`src/rtl/fsm_mon_pkg.sv`:
```
// Shared definitions for monitors attached to serial FSM output streams.
// Contents:
//   state_e       - word assembly state (IDLE, COLLECT)
//   W_DEF         - default word width
//   STUCK_LEN_DEF - default run length that flags a stuck stream
package fsm_mon_pkg;

  typedef enum logic {
    IDLE    = 1'b0,
    COLLECT = 1'b1
  } state_e;

  localparam int W_DEF         = 8;
  localparam int STUCK_LEN_DEF = 12;

endpackage

```
`src/rtl/run_length_det.sv`:
```
// Run-length detector for a sampled 1-bit stream. Counts consecutive equal
// samples (word boundaries are irrelevant here) and raises a sticky flag once
// STUCK_LEN equal samples have been seen in a row.
// Ports:
//   clk, reset   - clock, synchronous active-high reset
//   in_bit       - sampled bit
//   in_en        - in_bit is sampled this edge
//   clr          - clears stuck and run_cnt (a same-cycle set wins)
//   stuck        - sticky flag
//   run_cnt      - current run length, saturating at STUCK_LEN
module run_length_det
  import fsm_mon_pkg::*;
#(
  parameter int STUCK_LEN = STUCK_LEN_DEF
) (
  input  logic       clk,
  input  logic       reset,
  input  logic       in_bit,
  input  logic       in_en,
  input  logic       clr,
  output logic       stuck,
  output logic [7:0] run_cnt
);

  localparam logic [7:0] RUN_MAX = 8'(STUCK_LEN);

  logic [7:0] run_cnt_q, run_cnt_d;
  logic       last_bit_q, last_bit_d;
  logic       stuck_q, stuck_d;
  logic [7:0] run_upd;
  logic       hit;

  always_comb begin
    // A cleared counter (0) always restarts the run, whatever last_bit holds.
    if (run_cnt_q == 8'd0 || in_bit != last_bit_q) begin
      run_upd = 8'd1;
    end else if (run_cnt_q == RUN_MAX) begin
      run_upd = RUN_MAX;
    end else begin
      run_upd = run_cnt_q + 8'd1;
    end
    hit = in_en && (run_upd == RUN_MAX);

    run_cnt_d  = run_cnt_q;
    last_bit_d = last_bit_q;
    stuck_d    = stuck_q;
    if (in_en) begin
      last_bit_d = in_bit;
    end
    // Setting takes priority over clr; the counter keeps its updated value.
    if (hit) begin
      stuck_d   = 1'b1;
      run_cnt_d = run_upd;
    end else if (clr) begin
      stuck_d   = 1'b0;
      run_cnt_d = 8'd0;
    end else if (in_en) begin
      run_cnt_d = run_upd;
    end
  end

  always_ff @(posedge clk) begin
    if (reset) begin
      run_cnt_q  <= 8'd0;
      last_bit_q <= 1'b0;
      stuck_q    <= 1'b0;
    end else begin
      run_cnt_q  <= run_cnt_d;
      last_bit_q <= last_bit_d;
      stuck_q    <= stuck_d;
    end
  end

  assign stuck   = stuck_q;
  assign run_cnt = run_cnt_q;

endmodule

```
`src/rtl/fsm_out_deframer.sv`:
```
// Deframer for the serial output bit of a monitored FSM. Packs sampled bits
// MSB-first into W-bit words, reports each word with its ones-count over a
// valid/ready handshake, counts delivered words, and raises sticky flags for
// dropped words (overflow) and a frozen output stream (stuck).
// Ports:
//   clk, reset           - clock, synchronous active-high reset
//   in_bit, in_en        - serial bit and its sample enable
//   clr                  - clears overflow/stuck only
//   word_out, ones_out   - held word and its number of 1s
//   word_valid/ready     - output handshake
//   overflow, stuck      - sticky status flags
//   word_cnt             - delivered words, wraps at 16 bits
module fsm_out_deframer
  import fsm_mon_pkg::*;
#(
  parameter int W         = W_DEF,
  parameter int STUCK_LEN = STUCK_LEN_DEF,
  parameter int CW        = $clog2(W + 1)
) (
  input  logic          clk,
  input  logic          reset,
  input  logic          in_bit,
  input  logic          in_en,
  input  logic          clr,
  output logic [W-1:0]  word_out,
  output logic [CW-1:0] ones_out,
  output logic          word_valid,
  input  logic          word_ready,
  output logic          overflow,
  output logic          stuck,
  output logic [15:0]   word_cnt
);

  state_e        state_q, state_d;
  logic [W-1:0]  sr_q, sr_d;
  logic [CW-1:0] bit_cnt_q, bit_cnt_d;
  logic [CW-1:0] ones_acc_q, ones_acc_d;
  logic [W-1:0]  word_q, word_d;
  logic [CW-1:0] ones_q, ones_d;
  logic          valid_q, valid_d;
  logic          ovf_q, ovf_d;
  logic [15:0]   word_cnt_q, word_cnt_d;

  logic          accept;
  logic          complete;
  logic [CW-1:0] bit_next;
  logic [CW-1:0] ones_next;

  always_comb begin
    state_d    = state_q;
    sr_d       = sr_q;
    bit_cnt_d  = bit_cnt_q;
    ones_acc_d = ones_acc_q;
    word_d     = word_q;
    ones_d     = ones_q;
    valid_d    = valid_q;
    ovf_d      = ovf_q;
    word_cnt_d = word_cnt_q;
    complete   = 1'b0;

    accept   = valid_q && word_ready;
    bit_next = bit_cnt_q + CW'(1);
    // The running ones-count restarts with the first bit of every word.
    ones_next = ((state_q == IDLE) ? '0 : ones_acc_q) + CW'(in_bit);

    if (in_en) begin
      sr_d = {sr_q[W-2:0], in_bit};
      if (bit_next == CW'(W)) begin
        complete   = 1'b1;
        bit_cnt_d  = '0;
        ones_acc_d = '0;
        state_d    = IDLE;
      end else begin
        bit_cnt_d  = bit_next;
        ones_acc_d = ones_next;
        state_d    = COLLECT;
      end
    end

    if (accept) begin
      word_cnt_d = word_cnt_q + 16'd1;
      valid_d    = 1'b0;
    end

    // A completing word may replace the held one only if the slot is free or
    // being emptied on this very edge; otherwise it is dropped.
    if (complete) begin
      if (!valid_q || word_ready) begin
        word_d  = {sr_q[W-2:0], in_bit};
        ones_d  = ones_next;
        valid_d = 1'b1;
      end else begin
        ovf_d = 1'b1;
      end
    end

    if (clr && !(complete && valid_q && !word_ready)) begin
      ovf_d = 1'b0;
    end
  end

  always_ff @(posedge clk) begin
    if (reset) begin
      state_q    <= IDLE;
      sr_q       <= '0;
      bit_cnt_q  <= '0;
      ones_acc_q <= '0;
      word_q     <= '0;
      ones_q     <= '0;
      valid_q    <= 1'b0;
      ovf_q      <= 1'b0;
      word_cnt_q <= 16'd0;
    end else begin
      state_q    <= state_d;
      sr_q       <= sr_d;
      bit_cnt_q  <= bit_cnt_d;
      ones_acc_q <= ones_acc_d;
      word_q     <= word_d;
      ones_q     <= ones_d;
      valid_q    <= valid_d;
      ovf_q      <= ovf_d;
      word_cnt_q <= word_cnt_d;
    end
  end

  run_length_det #(
    .STUCK_LEN(STUCK_LEN)
  ) u_run_det (
    .clk    (clk),
    .reset  (reset),
    .in_bit (in_bit),
    .in_en  (in_en),
    .clr    (clr),
    .stuck  (stuck),
    .run_cnt()
  );

  assign word_out   = word_q;
  assign ones_out   = ones_q;
  assign word_valid = valid_q;
  assign overflow   = ovf_q;
  assign word_cnt   = word_cnt_q;

endmodule

```
`config.mk`:
```
export PLATFORM = sky130hd
export DESIGN_NAME = fsm_out_deframer
export DESIGN_NICKNAME = d
export VERILOG_FILES = /design/src/rtl/fsm_mon_pkg.sv /design/src/rtl/run_length_det.sv /design/src/rtl/fsm_out_deframer.sv
export SDC_FILE = /design/constraint.sdc
export NUM_CORES = 1
export LEC_CHECK = 0
export ABC_AREA = 0
export CORE_MARGIN = 4
export CORE_UTILIZATION = 45
export CTS_CLUSTER_SIZE = 16
export DETAILED_ROUTE_END_ITERATION = 6
export PLACE_DENSITY_LB_ADDON = 0.12
export SLEW_MARGIN = 0
export SYNTH_ARGS = -nofsm -noshare
export SYNTH_HDL_FRONTEND = slang
export SYNTH_SLANG_ARGS = --single-unit
```
`constraint.sdc`:
```
create_clock -name clk -period 2.5 [get_ports clk]
set_clock_uncertainty 0.1 [all_clocks]
set_input_delay 0.75 -clock clk [delete_from_list [all_inputs] [get_ports clk]]
set_output_delay 0.75 -clock clk [all_outputs]
set_load 0.03 [all_outputs]
```
After elaboration in Yosys (flattened, before gate mapping)
Cells that the tools add are included.
{"block": "classes", "n_addsub": 4, "n_eq_ne": 4, "reduce_logical": 16, "n_bitwise": 1, "mux": 16, "shift": 0, "div": 0, "magnitude_cmp": 0, "n_mul": 0}
{"operator": "$mux 8", "n": 5}
{"operator": "$add 16x1->16 const B", "n": 1}
{"operator": "$eq 8x4->1 const B", "n": 2}
{"operator": "$mux 4", "n": 3}
{"operator": "$add 8x1->8 const B", "n": 1}
{"operator": "$logic_not 8->1", "n": 1}
{"operator": "$mux 1", "n": 8}
{"operator": "$logic_and 1x1->1", "n": 5}
{"operator": "$add 4x1->4", "n": 1}
{"operator": "$add 4x1->4 const B", "n": 1}
{"operator": "$eq 4x4->1 const B", "n": 1}
{"operator": "$reduce_and 2->1", "n": 2}
{"operator": "$logic_not 1->1", "n": 3}
{"operator": "$reduce_bool 3->1", "n": 1}
{"operator": "$logic_or 1x1->1", "n": 2}
{"operator": "$reduce_bool 2->1", "n": 1}
{"operator": "$reduce_or 2->1", "n": 1}
{"operator": "$ne 1x1->1", "n": 1}
{"operator": "$not 1->1", "n": 1}
{"block": "totals", "wordCells": 53, "romBits": 0, "ram_bits": 0, "regBits": 56, "n_memories": 0, "out_inout_bits": 31, "latchBits": 0, "inputBits": 6}

Longest topological paths before layout
Gate-level depths: netlist of run 1.
{"block": "depth", "word_depth": 9, "ltp_mapped": 9, "ltp_nobuf": 8}

By module
Synthesis of run 1 repeated with hierarchy kept, for this count alone.
{"block": "hier_totals", "hier_cells": 289, "hier_area_um2": 2618.8}
{"mod": "fsm_out_deframer", "seq_area_each_um2": 920.9, "area_per_inst_um2": 1950.6, "n_inst": 1, "cells_each": 202}
{"mod": "run_length_det", "seq_area_each_um2": 200.2, "area_per_inst_um2": 668.1, "n_inst": 1, "cells_each": 87}

Worst setup path after synthesis of run 1
No wires, ideal clock.
{"block": "synth_path", "kind": "flip-flop to flip-flop", "startpoint": "register u_run_det.run_cnt_q[0], in the netlist u_run_det.run_cnt[0]", "endpoint": "register u_run_det.run_cnt_q[6], in the netlist u_run_det.run_cnt[6]", "slack_ns": 0.215, "setup_ns": 0.074, "arrival_time_ns": 2.111, "n_path_buf": 1, "synth_period_minus_slack_ns": 2.285, "path_stages_with_launch": 10, "required_time_ns": 2.326, "path_cell_list": "dfxtp_1 clkbuf_1 inv_1 ha_1 or4b_4 o31ai_4 o32a_2 nand4_1 a2111o_1 o21ai_0"}
{"block": "synth_between", "elab_chain_len": 6, "elab_cells_between_ends": 12, "classes_between": "1 x add/sub; 2 x eq/ne; 5 x mux; 4 x reduce/logical"}
{"item": "from (decl)", "line": "run_length_det.sv:27", "source": "logic [7:0] run_cnt_q, run_cnt_d;"}
{"item": "from (signal assigned)", "line": "run_length_det.sv:68", "source": "run_cnt_q <= run_cnt_d;"}
{"item": "$add 8x1->8, or another cell as far along", "line": "run_length_det.sv:40", "source": "run_upd = run_cnt_q + 8'd1;"}
{"item": "$mux 8 / $logic_or 1x1->1 (equally long branches)", "line": "run_length_det.sv:37, run_length_det.sv:35"}
{"item": "$mux 8 (*)", "line": "run_length_det.sv:35", "source": "if (run_cnt_q == 8'd0 || in_bit != last_bit_q) begin"}
{"item": "$eq 8x4->1 / $mux 8 (equally long branches)", "line": "run_length_det.sv:42, run_length_det.sv:57"}
{"item": "$logic_and 1x1->1 / $mux 8 (equally long branches)", "line": "run_length_det.sv:42, run_length_det.sv:54"}
{"item": "$reduce_bool 3->1 (no line) / $mux 8 (equally long branches)"}
Mark *: on every way between the ends. The rest lies on a longest branch, timed or not. The select of a mux whose other input is x is not followed.
A chain may end at the register's enable or synchronous reset.

Worst setup path after layout of run 1
{"block": "layout_path", "startpoint": "input port in_en", "endpoint": "register u_run_det.run_cnt_q[4], in the netlist u_run_det.run_cnt[4]"}
{"block": "layout_between", "elab_chain_len": 2, "elab_cells_between_ends": 3, "classes_between": "1 x mux; 2 x reduce/logical"}
{"item": "from (decl)", "line": "fsm_out_deframer.sv:23", "source": "input logic in_en,"}
{"item": "$logic_and 1x1->1", "line": "run_length_det.sv:42", "source": "hit = in_en && (run_upd == RUN_MAX);"}
{"item": "$reduce_bool 3->1 (no line) / $mux 8 (equally long branches)"}
Several ways; a longest one is shown, not always the timed one.

==> reports/results.tsv, run 1 <==
metric	value	unit
status	complete, no violations	
clock-pin slew on the worst setup and hold paths	0.10	ns
Slew HR	0.6949	
vias in the first global route	2108	
diode count	0	
Hold Fails Final Rpt	0	
remaining antenna violation count	0	
first-pass GRT wire length	9.770	mm
DR pass1 iterations	4	
crit path DAT	2.46	ns
sequential power share	0.580	
largest net degree at the start of global routing	30	
gr ovfl total	0	
die height	84.47	um
fmax	429.0	MHz
Slew @ Worst Pin	0.4570	ns
critical setup path kind	primary input to register	
global placer's final weighted congestion	0.8743	
Final min period	2.331	ns
post-synth design cell area	2631	um2
R2R cell count	8	
unrepaired setup endpoints after global routing	no	
initial core utilization	0.4721	
FF+latch area	1101	um2
Die ar.	7134	um2
pwr dens	471.1	nW/um2
vias per inst	5.216	
Die Width	84.47	um
Multi-input gate area	1444	um2
top cells by count, synth	55 x dfxtp_1, 49 x nor2_1, 24 x nand2_1	
Inst Count DP	413	
clock share of power	0.348	
num rows	27	
total number of vias	2196	
worst hold path depth	2	
H-tree levels	2	
Max Cap Viol	0	
Ys Warns	0	
DRC	0	
Avg WL per Cell	13.41	um
DP Area	3146	um2
initial antenna violation count	0	
clk buf depth	2	
Synth Area per Inst	8.713	um2
R2R setup slack	0.17	ns
EDFF count, synth	0	
core area	5574	um2
Critical Path RT	2.62	ns
top-count cell post-synth	dfxtp_1	
Synth cell types	51	
CTS Buf Count	5	
I/O pin count	37	
Yosys reg bits	55	
Setup Viol. Count Final	0	
Worst Hold Launch	ones_acc_q[0]$_SDFFE_PP0P_	
combinational power share	0.072	
clock root buffer	clkbuf_8	
Internal	1.167	mW
Leakage	1.282	nW
design area	3276	um2
asr flop ratio synth	0	
PortBufs	36	
Sw Ratio	0.2437	
Overall Global Routing Usage	0.1657	
Finished Layout Cells	421	
Worst Hold End	ones_acc_q[0]$_SDFFE_PP0P_	
Synth area leader	dfxtp_1	
RR Endpoint	u_run_det.run_cnt[4]$_SDFFE_PP0P_	
Synth Flop Type	dfxtp_1	
clk sink count	55	
critical path endpoint category	register	
CTS tree	yes	
r2r startpoint	u_run_det.run_cnt[0]$_SDFFE_PP0P_	
Final Power	1.543	mW
fillers	519	
layout net count	360	
DR iter-0 viols	120	
Sw Pwr	376.1	uW
top cell type's share of synthesized area	0.4184	
share of cells above drive strength 1	0.1146	
Max Slew Vio Count	0	
Post-Synthesis Cells	302	
Syn-to-layout area delta	24.49	%
Worst VDD drop	0.0003350	V
Seq/Total Area, Yosys	0.4184	
crit path max fanout	3	
Synth area leaders	dfxtp_1 42%, mux2i_1 7.6%, nor2_1 7.0%	
Clock Latency Late Sink	0.31	ns
hpwl dp	4.015	mm
Synth Net Count	314	
Worst Setup Start Kind	primary input	
period utilization	0.9324	
total wire length	5.647	mm
class of the worst hold path	register to register	
## layout by cell type (no fill, tap or decap), types with 2 or more instances in the layout
cell type | netlist | layout
or3_1 | 4 | 4
a211oi_1 | 5 | 5
a21boi_0 | 2 | 2
nand3_1 | 20 | 20
nand4_1 | 6 | 6
xor2_1 | 14 | 14
nand2_1 | 24 | 24
xnor2_1 | 6 | 5
nor3_1 | 3 | 3
ha_1 | 6 | 6
clkbuf_8 | 1 | 6
inv_1 | 5 | 5
and3_1 | 3 | 3
a21o_1 | 2 | 2
a21oi_1 | 16 | 16
o21ai_0 | 8 | 8
and2_1 | 4 | 4
nand2b_1 | 3 | 3
mux2i_1 | 20 | 20
clkdlybuf4s50_1 | 0 | 34
buf_4 | 0 | 21
nor2_1 | 49 | 49
dfxtp_1 | 55 | 55
a31oi_1 | 3 | 2
o2111ai_1 | 2 | 2
## through the flow
stage | TNS (ns) | utilization | hold WS (ns) | setup slack (ns)
global route | 0 | 0.5877 | 0.3878 | 0.009252
detailed placement | -2.507 | 0.5643 | 0.3388 | -0.4506
floorplan | 0 | - | 0.3273 | 0.2146
finish | 0 | 0.5877 | 0.3508 | 0.1691
global placement | -2.145 | 0.5643 | 0.3352 | -0.3906
CTS | 0 | 0.5841 | 0.3536 | 0.005164
## cells by family (layout without fill, tap and decap cells)
| family | after synthesis | in the layout | synth area share |
|---|---|---|---|
| AND/OR/NAND/NOR | 124 | 124 | 0.2235 |
| adder cells (fa/ha/maj) | 6 | 6 | 0.02853 |
| multiplexers | 20 | 20 | 0.07608 |
| buffers and inverters | 24 | 71 | 0.04232 |
| XOR/XNOR | 20 | 20 | 0.06657 |
| flip-flops | 55 | 55 | 0.4185 |
| AO/OA/AOI/OAI | 53 | 53 | 0.1446 |
## timing repair
item	4_1_cts	5_1_grt
resized for setup	1	3
setup buffers	0	0
hold endpoints to repair	0	0
setup endpoints to repair	4	7
pin swaps	0	1
hold buffers	0	0
## worst max-delay path: stages
cell,delay (ns)
clkdlybuf4s50_1,0.48
clkinv_1,0.08
or3_1,0.40
a31oi_2,0.17
nand4_1,0.14
a21o_1,0.22
o32ai_1,0.21
## how the worst max path moves through the flow
stage,endpoint,startpoint
3_3_place_gp,u_run_det.run_cnt[4]$_SDFFE_PP0P_,in_bit
4_1_cts,u_run_det.run_cnt[4]$_SDFFE_PP0P_,in_bit
2_1_floorplan,u_run_det.run_cnt[6]$_SDFFE_PP0P_,u_run_det.run_cnt[0]$_SDFFE_PP0P_
6_report,u_run_det.run_cnt[4]$_SDFFE_PP0P_,in_en
5_1_grt,u_run_det.run_cnt[7]$_SDFFE_PP0P_,u_run_det.run_cnt[0]$_SDFFE_PP0P_
3_5_place_dp,u_run_det.run_cnt[4]$_SDFFE_PP0P_,in_bit
## power groups by stage
| stage | logic, mW | registers, mW | clock network, mW |
|---|---|---|---|
| after floorplan | 0.0718 | 0.910 | 0 |
| after global placement | 0.106 | 0.915 | 0 |
| after detailed placement | 0.108 | 0.915 | 0 |
| after CTS | 0.110 | 0.895 | 0.561 |
| after global routing | 0.124 | 0.897 | 0.586 |
| final | 0.111 | 0.895 | 0.537 |
## area by class of cell
cell class | count | share of cell area
multi-input combinational | 223 | 0.4408
sequential | 55 | 0.3361
timing repair buffer | 57 | 0.1574
tap | 72 | 0.02750
clock buffer | 6 | 0.02521
inverter | 6 | 0.006875
clock inverter | 2 | 0.006112
## flip-flops by register name, summed over array words and instances, names as in the netlist
signal,cells
state_q,1
u_run_det.run_cnt,8
word_valid,1
u_run_det.stuck,1
ones_out,4
overflow,1
sr_q,7
ones_acc_q,4
word_cnt,16
bit_cnt_q,4
word_out,8
## per-layer routing
metal  routed length, um  share of wire  track usage  up-vias
met4                 112          0.020      0.06763        0
met1                2750           0.49       0.2255     1001
met3                 169          0.030      0.03337        9
met2                2615           0.46       0.2575       32
li1                    -              -            -     1154
met5                   0              0            0        -
(Power assumes the default switching activity.)
==> inputs of run 2 (changes only) <==
==> constraint.sdc (replaced) <==
create_clock -name clk -period 2.5 [get_ports clk]
set_clock_uncertainty 0.1 [all_clocks]
set_input_delay 0.75 -clock clk [delete_from_list [all_inputs] [get_ports clk]]
set_output_delay 0.75 -clock clk [all_outputs]
set_load 0.1 [all_outputs]
==> run 2 against run 1 <==
- via count rose by 2.0%
- die area unchanged
- sequential share of layout area grew 1.0 points
- critical path depth stayed put
- global-route usage hardly changed
- worst hold slack improved by 0.019 ns
- clock power grew 0.7%
==> reports/results.tsv, run 2 (synthesis gave the netlist of run 1 again) <==
metric	value	unit	change
crit path DAT	2.49	ns	+0.03 ns
Avg WL per Cell	13.46	um	+0.33%
DR iter-0 viols	122		+1.7%
Worst Setup Start Kind	primary input		
initial antenna violation count	0		unchanged
core area	5574	um2	unchanged
Critical Path RT	2.63	ns	about the same
Final min period	2.357	ns	+0.02654 ns
R2R setup slack	0.17	ns	about the same
Syn-to-layout area delta	20.87	%	
remaining antenna violation count	0		unchanged
combinational power share	0.069		-0.003
commonest non-fill, non-tap cell in the layout	dfxtp_1		
clock-pin slew on the worst setup and hold paths	0.10	ns	about the same
sequential power share	0.580		about the same
Max Cap Viol	0		unchanged
Clock Latency Late Sink	0.32	ns	about the same
critical path endpoint category	register		
Die Width	84.47	um	unchanged
num rows	27		unchanged
CTS Buf Count	5		unchanged
gr ovfl total	0		unchanged
highest-count cells in the layout ignoring fill and taps	55 x dfxtp_1, 51 x buf_4, 49 x nor2_1, 24 x nand2_1		
Setup Viol. Count Final	0		unchanged
DR pass1 iterations	4		unchanged
largest net degree at the start of global routing	30		unchanged
H-tree levels	2		unchanged
Internal	1.164	mW	-0.30%
total wire length	5.652	mm	about the same
PortBufs	36		unchanged
clock root buffer	clkbuf_8		
clk sink count	55		unchanged
Worst setup startpoint	in_en		
total number of vias	2240		+2.0%
R2R cell count	8		unchanged
clk buf depth	2		unchanged
vias in the first global route	2117		+0.43%
Overall Global Routing Usage	0.1655		-0.0002025
initial core utilization	0.4721		unchanged
first-pass GRT wire length	9.749	mm	-0.21%
CTS tree	yes		
vias per inst	5.333		+2.2%
setup bufs post-CTS	0		unchanged
pwr dens	485.2	nW/um2	+3.0%
Final WS setup	0.1426	ns	-0.02654 ns
Die ar.	7134	um2	unchanged
class of the worst hold path	register to register		
fin util	0.5706		-0.01706
global placer's final weighted congestion	0.8615		-1.5%
Worst VDD drop	0.0004150	V	+24%
crit path max fanout	3		unchanged
share of cells above drive strength 1	0.2040		+0.08941
Largest register FFs	16		unchanged
hpwl dp	4.045	mm	+0.74%
Sw Pwr	379.6	uW	+0.91%
status	complete, no violations		
worst slack at placement	-0.4227	ns	+0.02794 ns
clock share of power	0.351		+0.003
DRC	0		unchanged
# hold bufs at CTS	0		unchanged
Max Slew Vio Count	0		unchanged
fmax	424.2	MHz	-1.1%
Slew @ Worst Pin	0.4235	ns	-0.03350 ns
I/O pin count	37		unchanged
Setup crit end	u_run_det.run_cnt[4]$_SDFFE_PP0P_		
diode count	0		unchanged
Slew HR	0.7173		+0.02236
critical setup path kind	primary input to register		
Hold Fails Final Rpt	0		unchanged
RR Endpoint	u_run_det.run_cnt[4]$_SDFFE_PP0P_		
Leakage	1.333	nW	+4.0%
r2r startpoint	u_run_det.run_cnt[0]$_SDFFE_PP0P_		
die height	84.47	um	unchanged
Sw Ratio	0.2460		+0.002235
unrepaired setup endpoints after global routing	no		
layout net count	359		-0.28%
period utilization	0.9430		+0.01062
WHS	0.3694	ns	+0.01869 ns
==> run 2: cell types whose count changed in the layout (fill, tap and decap cells not counted) <==
cell / before / now
buf_4: 21 / 51
clkdlybuf4s50_1: 34 / 3
dlygate4sd2_1: 0 / 1
dlymetal6s2s_1: 1 / 0
o31ai_1: 1 / 0
o31ai_2: 0 / 1
xnor2_2: 0 / 1
xnor2_4: 1 / 0
==> run 2: timing repair <==
action | 4_1_cts | 5_1_grt
pin swaps | 1 | 3
gates resized for setup | 2 | 2
endpoints found under the setup margin | 3 | 4
==> run 2: critical path, stage by stage <==
cell	delay, ns
clkdlybuf4s50_1	0.48
clkinv_1	0.08
or3_1	0.39
a31oi_2	0.17
nand4_1	0.16
a21o_1	0.25
o32ai_1	0.21
==> run 2: worst min path at each step <==
stage          cells past startpoint                    endpoint  slack [ns]                  startpoint
2_1_floorplan                      2  ones_acc_q[0]$_SDFFE_PP0P_        0.33  ones_acc_q[0]$_SDFFE_PP0P_
3_3_place_gp                       2  ones_acc_q[0]$_SDFFE_PP0P_        0.34  ones_acc_q[0]$_SDFFE_PP0P_
3_5_place_dp                       2  ones_acc_q[0]$_SDFFE_PP0P_        0.37  ones_acc_q[0]$_SDFFE_PP0P_
4_1_cts                            2  ones_acc_q[0]$_SDFFE_PP0P_        0.38  ones_acc_q[0]$_SDFFE_PP0P_
5_1_grt                            2  ones_acc_q[0]$_SDFFE_PP0P_        0.41  ones_acc_q[0]$_SDFFE_PP0P_
6_report                           2  ones_acc_q[0]$_SDFFE_PP0P_        0.37  ones_acc_q[0]$_SDFFE_PP0P_
==> run 2: through the flow <==
step                setup TNS, ns  cells  area, um2  total power [mW]
detailed placement         -2.377    412       3060             1.021
global route                    0    420       3181             1.612
global placement           -2.219    412       3060             1.020
CTS                             0    420       3169             1.564
floorplan                       0    302       2631            0.9817
finish                          0    420       3181             1.543
==> run 2: area by class of cell <==
class	instances	area [um2]
well taps	72	90.09
repair buffers	56	426.7
clock buffers	6	82.58
inverters	6	22.52
multi-input cells	223	1438
fillers	511	2394
flip-flops and latches	55	1101
clock inverters	2	20.02
==> run 2: power by group through the flow <==
stage / clock network, mW / registers, mW / logic, mW
3_5_place_dp: 0 / 0.915 / 0.106
4_1_cts: 0.562 / 0.895 / 0.107
5_1_grt: 0.596 / 0.897 / 0.119
6_report: 0.541 / 0.895 / 0.107
3_3_place_gp: 0 / 0.915 / 0.105
2_1_floorplan: 0 / 0.910 / 0.0718
==> run 2: layer usage <==
metal  global-route usage  part of all wire  vias to the layer above
met5                    0                 0                        -
met4              0.06475             0.015                        0
met3              0.04514             0.046                        9
met2               0.2704              0.47                       42
met1               0.2078              0.47                     1041
li1                     -                 -                     1148
